## config.mk

```make
export PLATFORM = sky130hd
export DESIGN_NAME = gpu_ram_arbiter_n_flat
export DESIGN_NICKNAME = d
export VERILOG_FILES = /design/src/rtl/gpu_ram_arbiter_n_if.sv /design/src/rtl/gpu_ram_arbiter_n.sv /design/src/flat_wrapper.sv
export SDC_FILE = /design/constraint.sdc
export NUM_CORES = 1
export LEC_CHECK = 0
export BUFFER_PORTS_ARGS = -buffer_cell sky130_fd_sc_hd__buf_2
export CORE_ASPECT_RATIO = 1.1
export CORE_MARGIN = 4
export CORE_UTILIZATION = 55
export CTS_CLUSTER_DIAMETER = 100
export DETAILED_ROUTE_END_ITERATION = 10
export GPL_ROUTABILITY_DRIVEN = 0
export PLACE_DENSITY = 0.91
export SETUP_SLACK_MARGIN = 0.05
export SLEW_MARGIN = 40
export SYNTH_ARGS = -nofsm -noshare
export SYNTH_HDL_FRONTEND = slang
export SYNTH_SLANG_ARGS = --single-unit
```

## constraint.sdc

```tcl
create_clock -name clk -period 4.7 [get_ports clk]
set_input_delay 0.235 -clock clk [delete_from_list [all_inputs] [get_ports clk]]
set_output_delay 0.235 -clock clk [all_outputs]
set_load 0.01 [all_outputs]
```

## src/rtl/gpu_ram_arbiter_n_if.sv

```systemverilog
// gpu_ram_arbiter_n_if: bundle of requester-side and GPU-RAM-side signals
// for the N-port GPU RAM arbiter. The slave modport is the arbiter itself.
// The master modport is the surrounding system: the requesters plus the RAM
// read-data return path.
interface gpu_ram_arbiter_n_if #(
   parameter int PORTS  = 4,
   parameter int ADDR_W = 20,
   parameter int DATA_W = 8
);
   logic [PORTS-1:0]        wr_ena;
   logic [PORTS-1:0]        rd_req;
   logic [PORTS*ADDR_W-1:0] address;
   logic [PORTS*DATA_W-1:0] data_in;
   logic [DATA_W-1:0]       gpu_data_in;
   logic                    gpu_wr_ena;
   logic [ADDR_W-1:0]       gpu_address;
   logic [DATA_W-1:0]       gpu_data_out;
   logic [PORTS-1:0]        gpu_rd_rdy;
   logic [PORTS*DATA_W-1:0] data_out;
   logic [PORTS-1:0]        busy;
   logic [PORTS-1:0]        overrun;

   modport slave (
      input  wr_ena, rd_req, address, data_in, gpu_data_in,
      output gpu_wr_ena, gpu_address, gpu_data_out, gpu_rd_rdy, data_out, busy, overrun
   );

   modport master (
      output wr_ena, rd_req, address, data_in, gpu_data_in,
      input  gpu_wr_ena, gpu_address, gpu_data_out, gpu_rd_rdy, data_out, busy, overrun
   );
endinterface

```

## src/rtl/gpu_ram_arbiter_n.sv

```systemverilog
// gpu_ram_arbiter_n: round-robin arbiter from PORTS host requesters onto one
// GPU RAM port. Each request pulse lands in a per-port pending slot. At most
// one slot is granted per clock. Read results come back on data_out with a
// per-port gpu_rd_rdy pulse READ_CLOCK_CYCLES after the address is presented.
// Optional build macro GPU_RAM_ARB_RDLATCH_EN: data_out slices are registered
// per port and gpu_rd_rdy moves one clock later to line up with them.
module gpu_ram_arbiter_n #(
   parameter int PORTS             = 4,
   parameter int ADDR_W            = 20,
   parameter int DATA_W            = 8,
   parameter int READ_CLOCK_CYCLES = 2
) (
   input  logic               clk,
   input  logic               reset,
   gpu_ram_arbiter_n_if.slave bus
);
   localparam int IDX_W   = $clog2(PORTS);
   localparam int RD_LAST = READ_CLOCK_CYCLES - 1;

   // pending request slots
   logic [PORTS-1:0]  slot_vld;
   logic [PORTS-1:0]  slot_wr;
   logic [ADDR_W-1:0] slot_addr [PORTS];
   logic [DATA_W-1:0] slot_data [PORTS];
   logic [IDX_W-1:0]  rr_ptr;

   // arbitration and capture decisions for the coming edge
   logic              gnt_vld;
   logic [IDX_W-1:0]  gnt_idx;
   logic [PORTS-1:0]  req;
   logic [PORTS-1:0]  freeing;
   logic [PORTS-1:0]  take;
   logic [PORTS-1:0]  drop;

   // registered RAM-side outputs
   logic              gpu_wr_ena_r;
   logic [ADDR_W-1:0] gpu_addr_r;
   logic [DATA_W-1:0] gpu_dout_r;
   logic [PORTS-1:0]  overrun_r;

   // read-return pipeline: {valid, port} per stage
   logic              rd_vld_p  [READ_CLOCK_CYCLES];
   logic [IDX_W-1:0]  rd_port_p [READ_CLOCK_CYCLES];
   logic [PORTS-1:0]  rdy_ret;

   // First pending slot scanning upward from the pointer; the wrap is explicit so
   // non-power-of-two port counts scan correctly.
   always_comb begin
      int cand;
      cand    = 0;
      gnt_vld = 1'b0;
      gnt_idx = '0;
      for (int i = 0; i < PORTS; i++) begin
         cand = int'(rr_ptr) + i;
         if (cand >= PORTS) cand = cand - PORTS;
         if (!gnt_vld && slot_vld[cand[IDX_W-1:0]]) begin
            gnt_vld = 1'b1;
            gnt_idx = cand[IDX_W-1:0];
         end
      end
   end

   assign req = bus.wr_ena | bus.rd_req;

   // A slot being granted this edge can accept a new request on the same edge.
   always_comb begin
      freeing = '0;
      for (int p = 0; p < PORTS; p++) begin
         freeing[p] = gnt_vld && (gnt_idx == IDX_W'(p));
      end
   end

   assign take = req & (~slot_vld | freeing);
   assign drop = (bus.wr_ena & bus.rd_req) | (req & slot_vld & ~freeing);

   // Slot occupancy, round-robin pointer and the registered RAM-side outputs.
   always_ff @(posedge clk or posedge reset) begin
      if (reset) begin
         slot_vld     <= '0;
         rr_ptr       <= '0;
         gpu_wr_ena_r <= 1'b0;
         gpu_addr_r   <= '0;
         gpu_dout_r   <= '0;
         overrun_r    <= '0;
      end else begin
         slot_vld     <= (slot_vld & ~freeing) | take;
         overrun_r    <= drop;
         gpu_wr_ena_r <= gnt_vld & slot_wr[gnt_idx];
         if (gnt_vld) begin
            gpu_addr_r <= slot_addr[gnt_idx];
            gpu_dout_r <= slot_data[gnt_idx];
            rr_ptr     <= (gnt_idx == IDX_W'(PORTS - 1)) ? '0 : gnt_idx + 1'b1;
         end
      end
   end

   // Slot payload; only meaningful while slot_vld is set, so it carries no reset.
   // A write wins over a simultaneous read on the same port.
   always_ff @(posedge clk) begin
      for (int p = 0; p < PORTS; p++) begin
         if (take[p]) begin
            slot_wr[p]   <= bus.wr_ena[p];
            slot_addr[p] <= bus.address[p*ADDR_W +: ADDR_W];
            slot_data[p] <= bus.data_in[p*DATA_W +: DATA_W];
         end
      end
   end

   // Read-return valid bits shift with the RAM latency; reset discards in-flight reads.
   always_ff @(posedge clk or posedge reset) begin
      if (reset) begin
         for (int i = 0; i < READ_CLOCK_CYCLES; i++) rd_vld_p[i] <= 1'b0;
         rdy_ret <= '0;
      end else begin
         rd_vld_p[0] <= gnt_vld & ~slot_wr[gnt_idx];
         for (int i = 1; i < READ_CLOCK_CYCLES; i++) rd_vld_p[i] <= rd_vld_p[i-1];
         for (int p = 0; p < PORTS; p++) begin
            rdy_ret[p] <= rd_vld_p[RD_LAST] && (rd_port_p[RD_LAST] == IDX_W'(p));
         end
      end
   end

   // Port index travelling alongside the read valid bits.
   always_ff @(posedge clk) begin
      rd_port_p[0] <= gnt_idx;
      for (int i = 1; i < READ_CLOCK_CYCLES; i++) rd_port_p[i] <= rd_port_p[i-1];
   end

`ifdef GPU_RAM_ARB_RDLATCH_EN
   logic [PORTS-1:0]        rdy_late;
   logic [PORTS*DATA_W-1:0] dout_lat;

   // Capture each port's read data on its return cycle and delay ready to match.
   always_ff @(posedge clk or posedge reset) begin
      if (reset) begin
         rdy_late <= '0;
         dout_lat <= '0;
      end else begin
         rdy_late <= rdy_ret;
         for (int p = 0; p < PORTS; p++) begin
            if (rdy_ret[p]) dout_lat[p*DATA_W +: DATA_W] <= bus.gpu_data_in;
         end
      end
   end

   assign bus.gpu_rd_rdy = rdy_late;
   assign bus.data_out   = dout_lat;
`else
   assign bus.gpu_rd_rdy = rdy_ret;
   // RAM data goes straight to every port; held at zero while reset is high.
   assign bus.data_out   = reset ? '0 : {PORTS{bus.gpu_data_in}};
`endif

   assign bus.gpu_wr_ena   = gpu_wr_ena_r;
   assign bus.gpu_address  = gpu_addr_r;
   assign bus.gpu_data_out = gpu_dout_r;
   assign bus.busy         = slot_vld;
   assign bus.overrun      = overrun_r;
endmodule

```

## src/flat_wrapper.sv

```systemverilog
// flat-port wrapper written by rule: the top's interface ports become plain ports
module gpu_ram_arbiter_n_flat 
#(
   parameter int PORTS             = 4,
   parameter int ADDR_W            = 20,
   parameter int DATA_W            = 8,
   parameter int READ_CLOCK_CYCLES = 2
)
  (clk, reset, bus_wr_ena, bus_rd_req, bus_address, bus_data_in, bus_gpu_data_in, bus_gpu_wr_ena, bus_gpu_address, bus_gpu_data_out, bus_gpu_rd_rdy, bus_data_out, bus_busy, bus_overrun);
  gpu_ram_arbiter_n_if #(.PORTS(PORTS), .ADDR_W(ADDR_W), .DATA_W(DATA_W)) bus_i ();
  input  logic clk;
  input  logic reset;
  input wire logic [$bits(bus_i.wr_ena)-1:0] bus_wr_ena;
  input wire logic [$bits(bus_i.rd_req)-1:0] bus_rd_req;
  input wire logic [$bits(bus_i.address)-1:0] bus_address;
  input wire logic [$bits(bus_i.data_in)-1:0] bus_data_in;
  input wire logic [$bits(bus_i.gpu_data_in)-1:0] bus_gpu_data_in;
  output wire logic [$bits(bus_i.gpu_wr_ena)-1:0] bus_gpu_wr_ena;
  output wire logic [$bits(bus_i.gpu_address)-1:0] bus_gpu_address;
  output wire logic [$bits(bus_i.gpu_data_out)-1:0] bus_gpu_data_out;
  output wire logic [$bits(bus_i.gpu_rd_rdy)-1:0] bus_gpu_rd_rdy;
  output wire logic [$bits(bus_i.data_out)-1:0] bus_data_out;
  output wire logic [$bits(bus_i.busy)-1:0] bus_busy;
  output wire logic [$bits(bus_i.overrun)-1:0] bus_overrun;
  assign bus_i.wr_ena = bus_wr_ena;
  assign bus_i.rd_req = bus_rd_req;
  assign bus_i.address = bus_address;
  assign bus_i.data_in = bus_data_in;
  assign bus_i.gpu_data_in = bus_gpu_data_in;
  assign bus_gpu_wr_ena = bus_i.gpu_wr_ena;
  assign bus_gpu_address = bus_i.gpu_address;
  assign bus_gpu_data_out = bus_i.gpu_data_out;
  assign bus_gpu_rd_rdy = bus_i.gpu_rd_rdy;
  assign bus_data_out = bus_i.data_out;
  assign bus_busy = bus_i.busy;
  assign bus_overrun = bus_i.overrun;
  gpu_ram_arbiter_n #(.PORTS(PORTS), .ADDR_W(ADDR_W), .DATA_W(DATA_W), .READ_CLOCK_CYCLES(READ_CLOCK_CYCLES)) u_core (.clk(clk), .reset(reset), .bus(bus_i));
endmodule
```

# [Yosys cells after proc, flatten, opt, wreduce, memory -nomap -nowiden]
# Memories as Yosys holds them, arrays and structs flattened. A register that Yosys moved wholly into a read port is not among the register bits.
# Index checks and enable logic that the tools add are counted.
[op_classes] n_addsub=8 multipliers=0 div=0 order_cmp=9 n_eq_ne=6 n_shift=0 muxes=32 n_bitwise=14 reduce_logical=16
[op_table] op="two-way mux 32 bit" n=1
[op_table] op="bitwise AND 4 bit" n=5
[op_table] op="two-way mux 2 bit" n=9
[op_table] op="two-way mux 1 bit" n=17
[op_table] op="OR 4 bit" n=4
[op_table] op="< comparator 2 x 3 -> 1 bit, second input constant" n=5
[op_table] op="logical AND 1 bit" n=11
[op_table] op="binary-select mux 1 bit (select 2 bit)" n=5
[op_table] op="greater-or-equal comparator 3 bit, second input constant" n=3
[op_table] op="equality test 2 bit, second input constant" n=4
[op_table] op="inverter 4 bit" n=2
[op_table] op="subtractor 2 x 1 -> 2 bit, second input constant" n=4
[op_table] op="adder 2 x 2 -> 3 bit, second input constant" n=2
[op_table] op="equality test 2 x 1 -> 1 bit, second input constant" n=2
[op_table] op="zero test 2 bit" n=2
[op_table] op="adder 2 x 1 -> 3 bit, second input constant" n=1
[op_table] op="greater-or-equal comparator 2 x 3 -> 1 bit, second input constant" n=1
[op_table] op="zero test 1 bit" n=3
[op_table] op="adder 2 x 1 -> 2 bit, second input constant" n=1
[op_table] op="bitwise AND 1 bit" n=2
[op_table] op="inverter 1 bit" n=1
[totals] regBits=21 latch_bits=0 ram_bits=116 romBits=0 input_bits=130 out_inout_bits=73 word_cells=99 n_memories=3
[memory_table] memory="u_core.slot_addr" words=4 word_bits=20 read_ports=1 rd_clocked_by_memory_dff=1 write_ports=4 line_no="gpu_ram_arbiter_n.sv:23" source="logic [ADDR_W-1:0] slot_addr [PORTS];"
[memory_table] memory="u_core.slot_data" words=4 word_bits=8 read_ports=1 rd_clocked_by_memory_dff=1 write_ports=4 line_no="gpu_ram_arbiter_n.sv:24" source="logic [DATA_W-1:0] slot_data [PORTS];"
[memory_table] memory="u_core.rd_port_p" words=2 word_bits=2 read_ports=2 rd_clocked_by_memory_dff=0 write_ports=2 line_no="gpu_ram_arbiter_n.sv:43" source="logic [IDX_W-1:0] rd_port_p [READ_CLOCK_CYCLES];"

# [Logic depth before layout (Yosys ltp)]
[logic_depth] ltp_word=20 mapped_depth=10 mapped_depth_nobuf=7

# [Worst setup path after synthesis]
# No wires, ideal clock.
[synth_path] kind="flip-flop to flip-flop" startpoint="register u_core.slot_vld[2], in the netlist u_core.bus.busy[2]" endpoint="memory u_core.slot_addr[1][0] (enable)" setup_ps=415 arrival_time_ps=2499 t_required_ps=4285 path_slack_ps=1786 stages_incl_launch_ff=7 n_path_buf=0 period_less_slack_ps=2914 cell_sequence="dfrtp_1 -> and2b_1 -> nor4b_4 -> nor2_4 -> clkinv_2 -> a21boi_1 -> nor2_1"
[synth_rtl] element="from (decl)" line_no="gpu_ram_arbiter_n.sv:21" source="logic [PORTS-1:0] slot_vld;"
[synth_rtl] element="from (signal assigned)" line_no="gpu_ram_arbiter_n.sv:86" source="slot_vld <= (slot_vld & ~freeing) | take;"
[synth_rtl] element="to (decl)" line_no="gpu_ram_arbiter_n.sv:23"

==> metrics list <==
* Cells after synthesis: 440
- The number of max-slew violations in the final report was 0.
* Placement row count: 41
- Across the VDD grid, the largest voltage drop is 511 uV.
- Startpoint of the lowest-slack register-to-register path: u_core.bus.busy[3]
- Global-route wire length before repair: 27.9 mm
- Worst Hold Launch: bus_data_in[25]
- For the finished layout, the period the worst path requires is 3.73 ns.
- The cell area that synthesis handed to floorplanning was 0.00642 sq mm.
- Across every metal layer, demand over resource in global routing totals 0.278.
- The number of antenna violations at the first check in global routing came to 1.
- Summed over all nets, the switching power comes to 2.23 mW.
- The core region is 0.0114 sq mm.
- Yosys attributes the largest share of cell area to edfxtp_1 (54%), dfrtp_1 (18%), nand2_1 (3.2%).
- For this run, design rule violations remaining after detail routing come to 0.
- Starting DRT DRC Count: 347
* Vias post-DR: 4929
- Final setup TNS: 0 ns
* Slowest stage delay, CP: 0.56 ns
- Number of buffers added for setup after CTS: 0
- Number of failing hold endpoints at the final stage: 0
- The H-tree generated during clock tree synthesis spans 4 levels.
* Clock-pin slew reported for the worst setup and hold paths after clock tree synthesis: 0.07 ns
- Maximum number of pins on one net before global-route repair: 60
- Setup violations remaining at the end of the flow were counted as 0.
- Count of input and output buffers: 202
* Cell accounting for the most synthesized area: edfxtp_1
* Total Power Consumption: 6.15 mW
- Unrepaired setup endpoints after global routing: false
- The finished layout holds 882 standard cells, fillers aside.
- For the pin with the worst max-slew slack, the measured transition is 0.840 ns.
- Yosys instantiated no cell more often than edfxtp_1.
- Cell internal pwr: 3.92 mW
* Hold path cells: 1
- For this design the static power due to leakage is 3.75 nW.
- Compared with the post-synthesis result, the final layout area differs by 40.3%.
* Clock sink count: 165
- The setup path with the least slack is of type register to register.
- After synthesis, the share of flip-flops with an asynchronous set or reset is 0.273.
- The first detailed-routing pass took 5 iterations.
* Number of CTS-inserted buffers: 17
* Outcome: complete, no violations
* Part of the Yosys area used for sequential elements: 0.731
- Worst R2R End: u_core.slot_data[2][1]
- Design area: 0.00901 sq mm
- Data arrives at the worst endpoint at 3.83 ns.
- Clock insertion delay at the later pin of the skew report: 0.42 ns
- For this run, the leading register cell type out of synthesis is edfxtp_1.
* Avg Cell Area, Syn: 14.6 sq um
- Type of the worst min-delay path: input pin to register
* Die footprint: 0.0135 sq mm
- Max Buffers Root-to-Sink: 2
* TritonCTS clock tree: done
* Fraction of final layout cells with drive strength greater than 1: 0.350
- Final cycle utilization of the critical path: 0.794
- The worst register-to-register path has a setup slack of 0.97 ns.
- Area fraction of the dominant cell type after synthesis: 0.543
- DRT Wirelength: 18.6 mm
- After detailed routing, the number of vias per cell comes to 5.59.
* Smallest hold slack: 0.00854 ns
- Worst reg2reg path depth: 8
- Most common library cells after synthesis: edfxtp_1 (116), nand2_1 (55), dfrtp_1 (45), nor2_1 (31), nor2b_1 (27)
- STA classifies the critical path endpoint as a register.
- Sort of element at the start of the critical path: register
* Required time reported for the critical path endpoint: 4.80 ns
* Power per Cell Area: 682 mW/mm^2
- Terminating pin of the worst hold path: u_core.slot_data[3][1]
* Placed standard-cell area: 0.00741 sq mm
- Clock group share of total power: 0.226
- Register share of total power: 0.423
- Top-level port count: 203
- Total placed cells including tap cells: 751
* Yosys warning count: 0
- Library cells used by synthesis: 40
- Average wire per standard cell: 21.1 um
- Based on the critical path, the design can be clocked at up to 268 MHz.
- Sum of overflow across all layers after global routing: 0
- Yosys mapped a number of flops with a built-in enable equal to 116.
- The most critical setup path has its startpoint at u_core.bus.busy[3].
- Total number of nets in the final design: 849
- The critical path goes through nor2_2 -> buf_4 -> nor4b_4 -> nor2_4 -> clkinv_2 -> o21ai_0 -> o21a_1 -> buf_4.
- Die Ht: 121 um
- Headroom to the max-slew limit came out at 0.437.
- Of the total power, the share spent switching nets is 0.363.
- The largest individual stage delay along the critical path comes from the cell o21a_1.
- Along the worst path, the maximum fanout reaches 34.
- For this configuration, the core starts out at a cell density of 0.561.
- Detailed placement finished with a half-perimeter wire length of 11.2 mm.
- Yosys reg bits: 165
* Logic pwr share: 0.351
* Critical Path Most Common Cell: buf_4
* Via count of the first global-routing pass: 5166
* Buffer cell driving the clock tree root: clkbuf_16
- Max-cap viol count: 0
- Fin Clk Skew: 0.0116 ns
- Once detail routing completed, the nets flagged for antenna violations numbered 0.
- The number of nets handed over by synthesis was 571.
- Die W: 111 um
==> flip-flops by register name, indices dropped and copies added (netlist names) <==
register                 count
u_core.slot_addr            80
u_core.slot_data            32
u_core.bus.gpu_address      20
u_core.bus.gpu_data_out      8
u_core.bus.busy              4
u_core.bus.gpu_rd_rdy        4
u_core.bus.overrun           4
u_core.rd_port_p             4
u_core.slot_wr               4
u_core.rd_vld_p              2
u_core.rr_ptr                2
u_core.bus.gpu_wr_ena        1
==> per-layer routing <==
layer | up-vias | wire, um | share of wire | track usage
met4 | 0 | 628 | 0.034 | 0.114
li1 | 2174 | - | - | -
met1 | 2362 | 6560 | 0.35 | 0.322
met2 | 346 | 9630 | 0.52 | 0.486
met3 | 47 | 1790 | 0.096 | 0.0813
met5 | - | 0 | 0 | 0
==> power by group through the flow <==
stage | Combinational, mW | Clock, mW | Sequential [mW]
global placement | 1.89 | 0 | 2.57
global route | 2.34 | 1.46 | 2.64
CTS | 2.12 | 1.38 | 2.58
detailed placement | 2.04 | 0 | 2.60
floorplan | 1.35 | 0 | 2.60
finish | 2.16 | 1.39 | 2.60
==> cell families after synthesis <==
group                      Yosys count  synth area share
AOI/OAI and AO/OA                   72            0.0908
adders and majority gates            2           0.00370
buffers and inverters               54            0.0536
DFF                                165             0.731
muxes                               11            0.0172
and+or+nand+nor                    136             0.104
==> per-stage QoR <==
stage	util	setup slack, ns
6_report	0.787	0.969
3_3_place_gp	0.645	1.32
3_5_place_dp	0.648	1.06
4_1_cts	0.778	1.02
2_1_floorplan	-	1.79
5_1_grt	0.787	0.655
==> cell usage in the layout, fill, tap and decap left out, drive strengths merged, types with 11 or more instances in the layout <==
cell type    count
nand2           55
nor2            33
a221oi          19
mux2i           11
buf            209
dlygate4sd3     98
a311oi          19
clkbuf          22
nor2b           28
dfrtp           45
edfxtp         116
==> critical path: cells and delay by family, from the launching register on <==
family | cells | cell delay (ns)
compound gates | 2 | 1.05
flops | 1 | 0.49
buf+inv | 3 | 1.15
simple gates | 3 | 0.70
==> repair_timing <==
item	in CTS	in global routing
hold buffers	88	10
gates resized for setup	0	0
hold endpoints to repair	132	10
==> worst max path at each step <==
stage	to	depth (start not counted)	slack (ns)
6_report	u_core.slot_data[2][1]	8	0.97
5_1_grt	u_core.slot_addr[2][8]	8	0.66
4_1_cts	u_core.slot_addr[0][18]	8	1.02
3_5_place_dp	u_core.slot_data[0][2]	8	1.06
3_3_place_gp	u_core.slot_addr[0][13]	8	1.32
2_1_floorplan	u_core.slot_addr[1][0]	6	1.79
==> area by class of cell <==
cell class	instances	area [sq um]
flip-flops and latches	165	4690
repair buffers	307	2060
clock inverters	10	78.8
fillers	623	2430
inverters	6	26.3
multi-input cells	221	1430
clock buffers	22	528
well taps	150	188
diodes	1	2.50
Note: power is estimated with default switching activity, not from simulation.
